### src/rtl/ps2_host_tx_if.sv
// ps2_host_tx_if: command handshake, PS/2 pin levels and status of the PS/2 host transmitter.
interface ps2_host_tx_if;
    logic       tx_valid;
    logic [7:0] tx_data;
    logic       tx_ready;
    logic       ps2_clk_in;
    logic       ps2_data_in;
    logic       ps2_clk_oe;
    logic       ps2_data_oe;
    logic       busy;
    logic       done;
    logic       err;
    modport master (
        output tx_valid, tx_data, ps2_clk_in, ps2_data_in,
        input  tx_ready, ps2_clk_oe, ps2_data_oe, busy, done, err
    );
    modport slave (
        input  tx_valid, tx_data, ps2_clk_in, ps2_data_in,
        output tx_ready, ps2_clk_oe, ps2_data_oe, busy, done, err
    );
endinterface

### src/rtl/ps2_host_tx.sv
// ps2_host_tx: sends one command byte to a PS/2 device (inhibit, request-to-send, 11 device clocks, ack check).
module ps2_host_tx #(
    parameter int INHIBIT_CYCLES = 5000,
    parameter int TIMEOUT_CYCLES = 750000
) (
    input logic           clk,
    input logic           rst,
    ps2_host_tx_if.slave  bus
);
    localparam int IW = $clog2(INHIBIT_CYCLES + 1);
    localparam int TW = $clog2(TIMEOUT_CYCLES + 1);
    typedef enum logic [2:0] {IDLE, INHIBIT, REQ, SEND, ACK_WAIT, RELEASE} state_t;
    state_t        state;
    logic [1:0]    clk_sync;
    logic [1:0]    data_sync;
    logic          fall;
    logic [9:0]    frame;
    logic [3:0]    idx;
    logic [IW-1:0] inh_cnt;
    logic [TW-1:0] to_cnt;
    logic          timeout;
    logic          timed;
    assign timeout = to_cnt == TW'(TIMEOUT_CYCLES - 1);
    assign timed   = state == REQ || state == SEND || state == ACK_WAIT || state == RELEASE;
    always_ff @(posedge clk) begin
        if (rst) begin
            clk_sync         <= 2'b11;
            data_sync        <= 2'b11;
            fall             <= 1'b0;
            state            <= IDLE;
            frame            <= '0;
            idx              <= '0;
            inh_cnt          <= '0;
            to_cnt           <= '0;
            bus.ps2_clk_oe   <= 1'b0;
            bus.ps2_data_oe  <= 1'b0;
            bus.busy         <= 1'b0;
            bus.done         <= 1'b0;
            bus.err          <= 1'b0;
            bus.tx_ready     <= 1'b1;
        end else begin
            clk_sync  <= {clk_sync[0], bus.ps2_clk_in};
            data_sync <= {data_sync[0], bus.ps2_data_in};
            // pulse lands on the same edge the synced clock drops
            fall      <= clk_sync[1] & ~clk_sync[0];
            bus.done  <= 1'b0;
            bus.err   <= 1'b0;
            if (timed && !timeout)
                to_cnt <= to_cnt + 1'b1;
            if (timed && timeout) begin
                state           <= IDLE;
                bus.ps2_clk_oe  <= 1'b0;
                bus.ps2_data_oe <= 1'b0;
                bus.err         <= 1'b1;
                bus.busy        <= 1'b0;
                bus.tx_ready    <= 1'b1;
            end else begin
                case (state)
                    IDLE: if (bus.tx_valid) begin
                        frame          <= {1'b1, ~^bus.tx_data, bus.tx_data};
                        inh_cnt        <= '0;
                        state          <= INHIBIT;
                        bus.ps2_clk_oe <= 1'b1;
                        bus.busy       <= 1'b1;
                        bus.tx_ready   <= 1'b0;
                    end
                    INHIBIT: if (inh_cnt == IW'(INHIBIT_CYCLES - 1)) begin
                        state           <= REQ;
                        bus.ps2_clk_oe  <= 1'b0;
                        bus.ps2_data_oe <= 1'b1;
                        to_cnt          <= '0;
                    end else begin
                        inh_cnt <= inh_cnt + 1'b1;
                    end
                    REQ: begin
                        state <= SEND;
                        idx   <= '0;
                    end
                    SEND: if (fall) begin
                        bus.ps2_data_oe <= ~frame[idx];
                        if (idx == 4'd9)
                            state <= ACK_WAIT;
                        else
                            idx <= idx + 1'b1;
                    end
                    ACK_WAIT: if (fall) begin
                        if (!data_sync[1]) begin
                            state <= RELEASE;
                        end else begin
                            state        <= IDLE;
                            bus.err      <= 1'b1;
                            bus.busy     <= 1'b0;
                            bus.tx_ready <= 1'b1;
                        end
                    end
                    RELEASE: if (clk_sync[1] && data_sync[1]) begin
                        state        <= IDLE;
                        bus.done     <= 1'b1;
                        bus.busy     <= 1'b0;
                        bus.tx_ready <= 1'b1;
                    end
                    default: state <= IDLE;
                endcase
            end
        end
    end
endmodule

### src/flat_wrapper.sv
// flat-port wrapper written by rule: the top's interface ports become plain ports
module ps2_host_tx_flat 
#(
    parameter int INHIBIT_CYCLES = 5000,
    parameter int TIMEOUT_CYCLES = 750000
)
  (clk, rst, bus_tx_valid, bus_tx_data, bus_ps2_clk_in, bus_ps2_data_in, bus_tx_ready, bus_ps2_clk_oe, bus_ps2_data_oe, bus_busy, bus_done, bus_err);
  ps2_host_tx_if bus_i ();
  input logic clk;
  input logic rst;
  input wire logic [$bits(bus_i.tx_valid)-1:0] bus_tx_valid;
  input wire logic [$bits(bus_i.tx_data)-1:0] bus_tx_data;
  input wire logic [$bits(bus_i.ps2_clk_in)-1:0] bus_ps2_clk_in;
  input wire logic [$bits(bus_i.ps2_data_in)-1:0] bus_ps2_data_in;
  output wire logic [$bits(bus_i.tx_ready)-1:0] bus_tx_ready;
  output wire logic [$bits(bus_i.ps2_clk_oe)-1:0] bus_ps2_clk_oe;
  output wire logic [$bits(bus_i.ps2_data_oe)-1:0] bus_ps2_data_oe;
  output wire logic [$bits(bus_i.busy)-1:0] bus_busy;
  output wire logic [$bits(bus_i.done)-1:0] bus_done;
  output wire logic [$bits(bus_i.err)-1:0] bus_err;
  assign bus_i.tx_valid = bus_tx_valid;
  assign bus_i.tx_data = bus_tx_data;
  assign bus_i.ps2_clk_in = bus_ps2_clk_in;
  assign bus_i.ps2_data_in = bus_ps2_data_in;
  assign bus_tx_ready = bus_i.tx_ready;
  assign bus_ps2_clk_oe = bus_i.ps2_clk_oe;
  assign bus_ps2_data_oe = bus_i.ps2_data_oe;
  assign bus_busy = bus_i.busy;
  assign bus_done = bus_i.done;
  assign bus_err = bus_i.err;
  ps2_host_tx #(.INHIBIT_CYCLES(INHIBIT_CYCLES), .TIMEOUT_CYCLES(TIMEOUT_CYCLES)) u_core (.clk(clk), .rst(rst), .bus(bus_i));
endmodule
### config.mk
export PLATFORM = sky130hd
export DESIGN_NAME = ps2_host_tx_flat
export DESIGN_NICKNAME = d
export VERILOG_FILES = /design/src/rtl/ps2_host_tx_if.sv /design/src/rtl/ps2_host_tx.sv /design/src/flat_wrapper.sv
export SDC_FILE = /design/constraint.sdc
export NUM_CORES = 1
export LEC_CHECK = 0
export CAP_MARGIN = 20
export CORE_MARGIN = 5
export CORE_UTILIZATION = 51
export DETAILED_ROUTE_END_ITERATION = 6
export GPL_TIMING_DRIVEN = 0
export HOLD_SLACK_MARGIN = 0.08
export PLACE_DENSITY = 0.75
export SETUP_SLACK_MARGIN = 0.1
export SYNTH_ARGS = -nofsm -noshare
export SYNTH_HDL_FRONTEND = slang
export SYNTH_SLANG_ARGS = --single-unit
### constraint.sdc
create_clock -name clk -period 1.7 [get_ports clk]
set_input_delay 0.34 -clock clk [delete_from_list [all_inputs] [get_ports clk]]
set_output_delay 0.34 -clock clk [all_outputs]
set_load 0.02 [all_outputs]
==> results of run 1 <==
[cells by family after synthesis]
group / Yosys count
flip-flops: 61
XOR/XNOR: 22
AND/OR/NAND/NOR: 170
multiplexers: 13
AO/OA/AOI/OAI: 71
buffers and inverters: 28
adder cells (fa/ha/maj): 4
[cells in the mapped netlist, drive strengths merged (3+ instances only)]
cell type and number:
inv 9, or2 6, nand4 13, nand3 24
a211oi 4, xnor2 13, nor3b 3, nand2 40
nor4 9, or3 7, nand2b 3, nor2 20
buf 10, nor3 9, clkbuf 9, a21oi 26
mux2i 10, o211ai 5, o21ai 10, nor2b 4
and4 8, or4 5, nand3b 6, o31ai 5
ha 4, dfxtp 61, xor2 9
[stage by stage]
step	worst slack [ps]	hold WS (ps)	utilization	power (mW)	cells
5_1_grt	-59.67	433.6	0.7122	3.705	506
3_5_place_dp	-555.0	397.5	0.5811	2.078	462
3_3_place_gp	-587.8	392.1	0.5811	2.067	462
4_1_cts	25.87	413.9	0.6634	3.482	493
6_report	-15.66	410.9	0.7122	3.541	506
2_1_floorplan	96.05	389.5	-	1.923	369
[worst reg2reg max path, delay by kind of cell, from the launching register on]
family / cells / cell delay [ps]
AND/OR/NAND/NOR: 2 / 450
buffers and inverters: 2 / 460
flip-flops: 1 / 330
AO/OA/AOI/OAI: 2 / 360
[sequential cells by signal (all words and copies together), names as in the netlist]
register and flops:
u_core.bus.busy 1, u_core.bus.tx_ready 1, u_core.frame 10, u_core.inh_cnt 13, u_core.idx 4, u_core.bus.err 1
u_core.bus.done 1, u_core.to_cnt 20, u_core.bus.ps2_clk_oe 1, u_core.fall 1, u_core.clk_sync 2, u_core.data_sync 2
u_core.bus.ps2_data_oe 1, u_core.state 3
[layer usage]
metal	vias to the layer above	global-route usage	wire [µm]
li1	1493	-	-
met1	1521	0.2842	3729
met2	128	0.3705	4324
met3	27	0.04190	464
met4	0	0.1223	279
met5	-	0	0
[final timing paths]
check / startpoint / end / slack (ps) / cells after the start
hold reg to reg: u_core.data_sync[0] / u_core.data_sync[1] / 410 / 1
setup reg to reg: u_core.state[0] / u_core.state[2] / -20 / 6
setup / recovery: u_core.state[0] / u_core.state[2] / -20 / 6
hold / removal: u_core.data_sync[0] / u_core.data_sync[1] / 410 / 1
[area by class of cell]
| cell class | instances | area, µm² | area share |
|---|---|---|---|
| tap | 75 | 93.84 | 0.02212 |
| timing repair buffer | 47 | 405.4 | 0.09558 |
| multi-input combinational | 280 | 2092 | 0.4932 |
| clock buffer | 11 | 151.4 | 0.03569 |
| inverter | 9 | 36.28 | 0.008555 |
| buffer | 19 | 167.7 | 0.03953 |
| sequential | 61 | 1247 | 0.2941 |
| clock inverter | 4 | 47.55 | 0.01121 |
[power by group]
| group | switching, mW | total [mW] | internal, mW |
|---|---|---|---|
| clock | 0.579 | 1.32 | 0.743 |
| combinational | 0.360 | 0.688 | 0.328 |
| sequential | 0.0388 | 1.53 | 1.49 |
[placed cells by master, fill, tap and decap left out, drive strengths merged, types with 10 or more instances in the layout]
| master | n |
|---|---|
| a21oi | 26 |
| buf | 43 |
| clkbuf | 16 |
| clkdlybuf4s50 | 12 |
| dfxtp | 61 |
| mux2i | 10 |
| nand2 | 40 |
| nand3 | 24 |
| nand4 | 13 |
| nor2 | 20 |
| o21ai | 10 |
| xnor2 | 13 |
[what timing repair did]
action | in CTS | in global routing
cloned | 0 | 2
resized for setup | 49 | 73
setup buffers | 16 | 11
pin swaps | 12 | 12
endpoints found under the setup margin | 57 | 55
==> impl_metrics.json, run 1 <==
{
  "outcome": "finished with violations",
  "violations": "negative setup slack",
  "maxSlewViolCount": 0,
  "yosys-mux-area-fraction": 0.04966,
  "crit_buf_inv": 2,
  "cp_data_arrival_time_ps": 1930,
  "viasPerCell": 6.263,
  "groute.usage.overall": 0.2271,
  "drive_gt1_frac": 0.3132,
  "grt_pass1_wl_mm": 13.81,
  "die-area_um2": 7846,
  "routed_wl_mm": 8.797,
  "synth-compound-area-share": 0.1458,
  "grt-ovfl-total": 0,
  "timing.final.hold_violations": 0,
  "synthesis.nets": 386,
  "port_buffers": 18,
  "dpl_cell_area_um2": 3461,
  "synth_top_family_by_area": "simple AND/OR/NAND/NOR gates",
  "min_path_type": "reg2reg",
  "synth_seq_area_share": 0.3878,
  "ys_ff_latch": 61,
  "initial_core_util": 0.5288,
  "num_antenna_cells": 0,
  "setup_ws_ps": -15.66,
  "syn_avg_cell_area_um2": 8.535,
  "setup_viol": 1,
  "holdBufCountCts": 0,
  "worstSetupStartpointType": "register",
  "maxCapViolCount": 0,
  "cts_root_buf": "clkbuf_8",
  "yosys-top-cells-area": "dfxtp_1 (39%), nand2_1 (4.8%), a21oi_1 (4.1%)",
  "crit_family": "buffers and inverters",
  "synth_cells": 369,
  "design_area_um2": 4242,
  "clk_latency_ps": 350,
  "die_x_um": 88.58,
  "syn_to_final_growth_pct": 34.68,
  "rsz0062_at_grt": "true",
  "end_kind": "register",
  "critical_path.max_fanout": 10,
  "nets": 444,
  "dp_hpwl_mm": 5.347,
  "grt_pass1_vias": 2916,
  "p_leak_nw": 1.507,
  "cts.path.max_buffers": 2,
  "clk_pin_slew_worst_paths_ps": 70,
  "cts_max_level": 3,
  "synth_edf_count": 0,
  "routedWlPerCell_um": 17.39,
  "numCtsBuffers": 9,
  "coreArea_um2": 5956,
  "fmax_mhz": 582.9,
  "ys_warn_count": 0,
  "nFillCells": 426,
  "synth_adder_area_share": 0.01589,
  "irDropWorstVdd_mv": 0.6061,
  "tightest_slew_ps": 510.7,
  "ys.flop_type": "dfxtp_1",
  "period_share": 1.009,
  "ant_nets": 0,
  "drt-initial-drc-count": 216,
  "finClkSkew_ps": 7.700,
  "synth_top_area_cell": "dfxtp_1",
  "synth_xor_area_frac": 0.06118,
  "max_stage_delay_ps": 340,
  "routed-via-count": 3169,
  "ios": 19,
  "slowest_stage": "buf_1",
  "yosys.area_share.simple": 0.3019,
  "synth.distinct_cells": 60,
  "clkSinkCount": 61,
  "antenna_found_initial": 0,
  "place_congestion": 0.8661,
  "critPathKind": "reg2reg",
  "async_flop_share": 0,
  "tritoncts": "yes",
  "setup_tns_ps": -15.66,
  "period_needed_ps": 1716,
  "die_y_um": 88.58,
  "max_slew_margin": 0.6571,
  "power.density_nw_per_um2": 834.9,
  "dr.pass1.iters": 5,
  "required_ps": 1920,
  "rows": 28,
  "yosysTopAreaCellShare": 0.3878,
  "drc": 0,
  "worstPathCellList": "buf_6, buf_1, nand3_1, and3_1, o21ai_0, a21oi_1",
  "syn_area_um2": 3149,
  "grt_max_degree": 11
}
No activity file was read; power rests on OpenSTA's default activity.
==> inputs of run 2 (changes only) <==
--- a/config.mk
+++ b/config.mk
@@ -8,10 +8,11 @@
 export CAP_MARGIN = 20
 export CORE_MARGIN = 5
 export CORE_UTILIZATION = 51
+export CTS_CLUSTER_SIZE = 40
 export DETAILED_ROUTE_END_ITERATION = 6
 export GPL_TIMING_DRIVEN = 0
 export HOLD_SLACK_MARGIN = 0.08
-export PLACE_DENSITY = 0.75
+export PLACE_DENSITY = 0.72
 export SETUP_SLACK_MARGIN = 0.1
 export SYNTH_ARGS = -nofsm -noshare
 export SYNTH_HDL_FRONTEND = slang
==> constraint.sdc (replaced) <==
create_clock -name clk -period 2.15 [get_ports clk]
set_input_delay 0.43 -clock clk [delete_from_list [all_inputs] [get_ports clk]]
set_output_delay 0.43 -clock clk [all_outputs]
set_load 0.02 [all_outputs]
==> run 2 against run 1 <==
Net effect: largest cell class unchanged; total power is 26% lower; largest power group unchanged; non-clock buffer count shrank 29; the run now ends clean; utilization fell by 10 points; register-to-register slack improved by 270 ps; critical path depth did not move; critical path type unchanged.
==> impl_metrics.json, run 2 (same netlist as run 1, synthesis figures left out) <==
{
  "power.density_nw_per_um2": 717.7,
  "setup_ws_ps": 251.3,
  "dr.pass1.iters": 4,
  "crit_start": "u_core.inh_cnt[0]",
  "p_leak_nw": 1.217,
  "end_kind": "register",
  "routedWlPerCell_um": 15.29,
  "cts_root_buf": "clkbuf_8",
  "die-area_um2": 7846,
  "antenna_found_initial": 0,
  "timing.rr.start": "u_core.inh_cnt[0]",
  "dp_hpwl_mm": 5.185,
  "period_share": 0.8831,
  "min_from": "u_core.data_sync[0]",
  "maxSlewViolCount": 0,
  "routed_wl_mm": 7.307,
  "cts_max_level": 3,
  "tritoncts": "yes",
  "max_slew_margin": 0.6159,
  "grt-ovfl-total": 0,
  "setup_viol": 0,
  "clk_latency_ps": 340,
  "fmax_mhz": 526.7,
  "final_common_cell": "dfxtp_1",
  "clkSinkCount": 61,
  "required_ps": 2420,
  "clk_pin_slew_worst_paths_ps": 70,
  "maxCapViolCount": 0,
  "numCtsBuffers": 9,
  "holdBufCountCts": 0,
  "max_stage_delay_ps": 370,
  "routed-via-count": 2876,
  "largest_reg_flops": 20,
  "syn_to_final_growth_pct": 15.18,
  "final_cell_mix": "dfxtp_1 (61), nand2_1 (40), a21oi_1 (26)",
  "p_total_mw": 2.603,
  "pre_cts_slack_ps": -246.3,
  "slowest_stage": "nor4_1",
  "critical_path.max_fanout": 10,
  "timing.final.hold_violations": 0,
  "worstSetupStartpointType": "register",
  "viasPerCell": 6.017,
  "nets": 415,
  "drive_gt1_frac": 0.09677,
  "irDropWorstVdd_mv": 0.5354,
  "nFillCells": 551,
  "top_regs": "u_core.to_cnt x20, u_core.inh_cnt x13, u_core.frame x10",
  "cts.path.max_buffers": 2,
  "ios": 19,
  "rows": 28,
  "path_common_cell": "and4_1",
  "tightest_slew_ps": 574.6,
  "grt_max_degree": 11,
  "grt_pass1_wl_mm": 12.48,
  "die_y_um": 88.58,
  "die_x_um": 88.58,
  "rsz0062_at_grt": "false",
  "finClkSkew_ps": 6.440,
  "drc": 0,
  "regMostFlops": "u_core.to_cnt",
  "worstPathCellList": "ha_1, and4_1, and4_1, buf_2, nor4_1, mux2i_1",
  "port_buffers": 18,
  "num_antenna_cells": 0,
  "initial_core_util": 0.5288,
  "critPathKind": "reg2reg",
  "cp_data_arrival_time_ps": 2170,
  "ant_nets": 0,
  "period_needed_ps": 1899,
  "drt-initial-drc-count": 182,
  "groute.usage.overall": 0.2031,
  "coreArea_um2": 5956,
  "place_congestion": 0.8863,
  "outcome": "complete, no violations",
  "grt_pass1_vias": 2744,
  "min_path_type": "reg2reg",
  "utilization": 0.6090
}
-- run 2: area by class of cell --
class | count | area [µm²] | share of cell area
buffer | 19 | 86.33 | 0.02380
timing repair buffer | 18 | 180.2 | 0.04967
clock inverter | 4 | 47.55 | 0.01311
clock buffer | 12 | 145.1 | 0.04001
multi-input combinational | 280 | 1819 | 0.5016
inverter | 9 | 33.78 | 0.009314
sequential | 61 | 1221 | 0.3367
tap | 75 | 93.84 | 0.02587
-- run 2: what timing repair did --
item,in CTS,in global routing
setup buffers,0,0
resized for setup,0,4
endpoints found under the setup margin,0,21
-- run 2: stage by stage --
stage / area (µm²) / hold slack (ps) / TNS, ps / std cells
2_1_floorplan: 3149 / 389.5 / 0 / 369
3_3_place_gp: 3423 / 393.1 / -1926 / 462
3_5_place_dp: 3423 / 400.6 / -2467 / 462
4_1_cts: 3616 / 416.7 / 0 / 478
5_1_grt: 3627 / 439.9 / 0 / 478
6_report: 3627 / 411.5 / 0 / 478
-- run 2: path summary, 6_finish.rpt --
path,cells past startpoint,slack (ps),to
max,6,250,u_core.inh_cnt[6]
min,1,410,u_core.data_sync[1]
max reg2reg,6,250,u_core.inh_cnt[6]
min reg2reg,1,410,u_core.data_sync[1]
-- run 2: power by group --
part | internal [mW] | total (mW) | leakage, nW | switching, mW
sequential | 1.18 | 1.20 | 0.495 | 0.0250
combinational | 0.162 | 0.393 | 0.626 | 0.231
clock | 0.564 | 1.01 | 0.0964 | 0.442
-- run 2: worst max-delay path, delay by kind of cell, from the launching register on --
kind                     cells  cell delay (ps)
adder cells (fa/ha/maj)      1              260
AND/OR/NAND/NOR              3              830
buffers and inverters        1              180
multiplexers                 1              220
flip-flops                   1              340
-- run 2: per-layer routing --
| layer | global-route usage | up-vias | part of all wire |
|---|---|---|---|
| met5 | 0 | - | 0 |
| met4 | 0.09203 | 0 | 0.019 |
| met3 | 0.04935 | 14 | 0.052 |
| met2 | 0.3195 | 76 | 0.47 |
| met1 | 0.2638 | 1354 | 0.46 |
| li1 | - | 1432 | - |
==> inputs of run 3 (changes only) <==
--- a/config.mk
+++ b/config.mk
@@ -14,6 +14,7 @@
 export HOLD_SLACK_MARGIN = 0.08
 export PLACE_DENSITY = 0.72
 export SETUP_SLACK_MARGIN = 0.1
+export SLEW_MARGIN = 5
 export SYNTH_ARGS = -nofsm -noshare
 export SYNTH_HDL_FRONTEND = slang
 export SYNTH_SLANG_ARGS = --single-unit
==> results of run 3 <==
Final layout, timing and power as in run 2 (identical DEF).
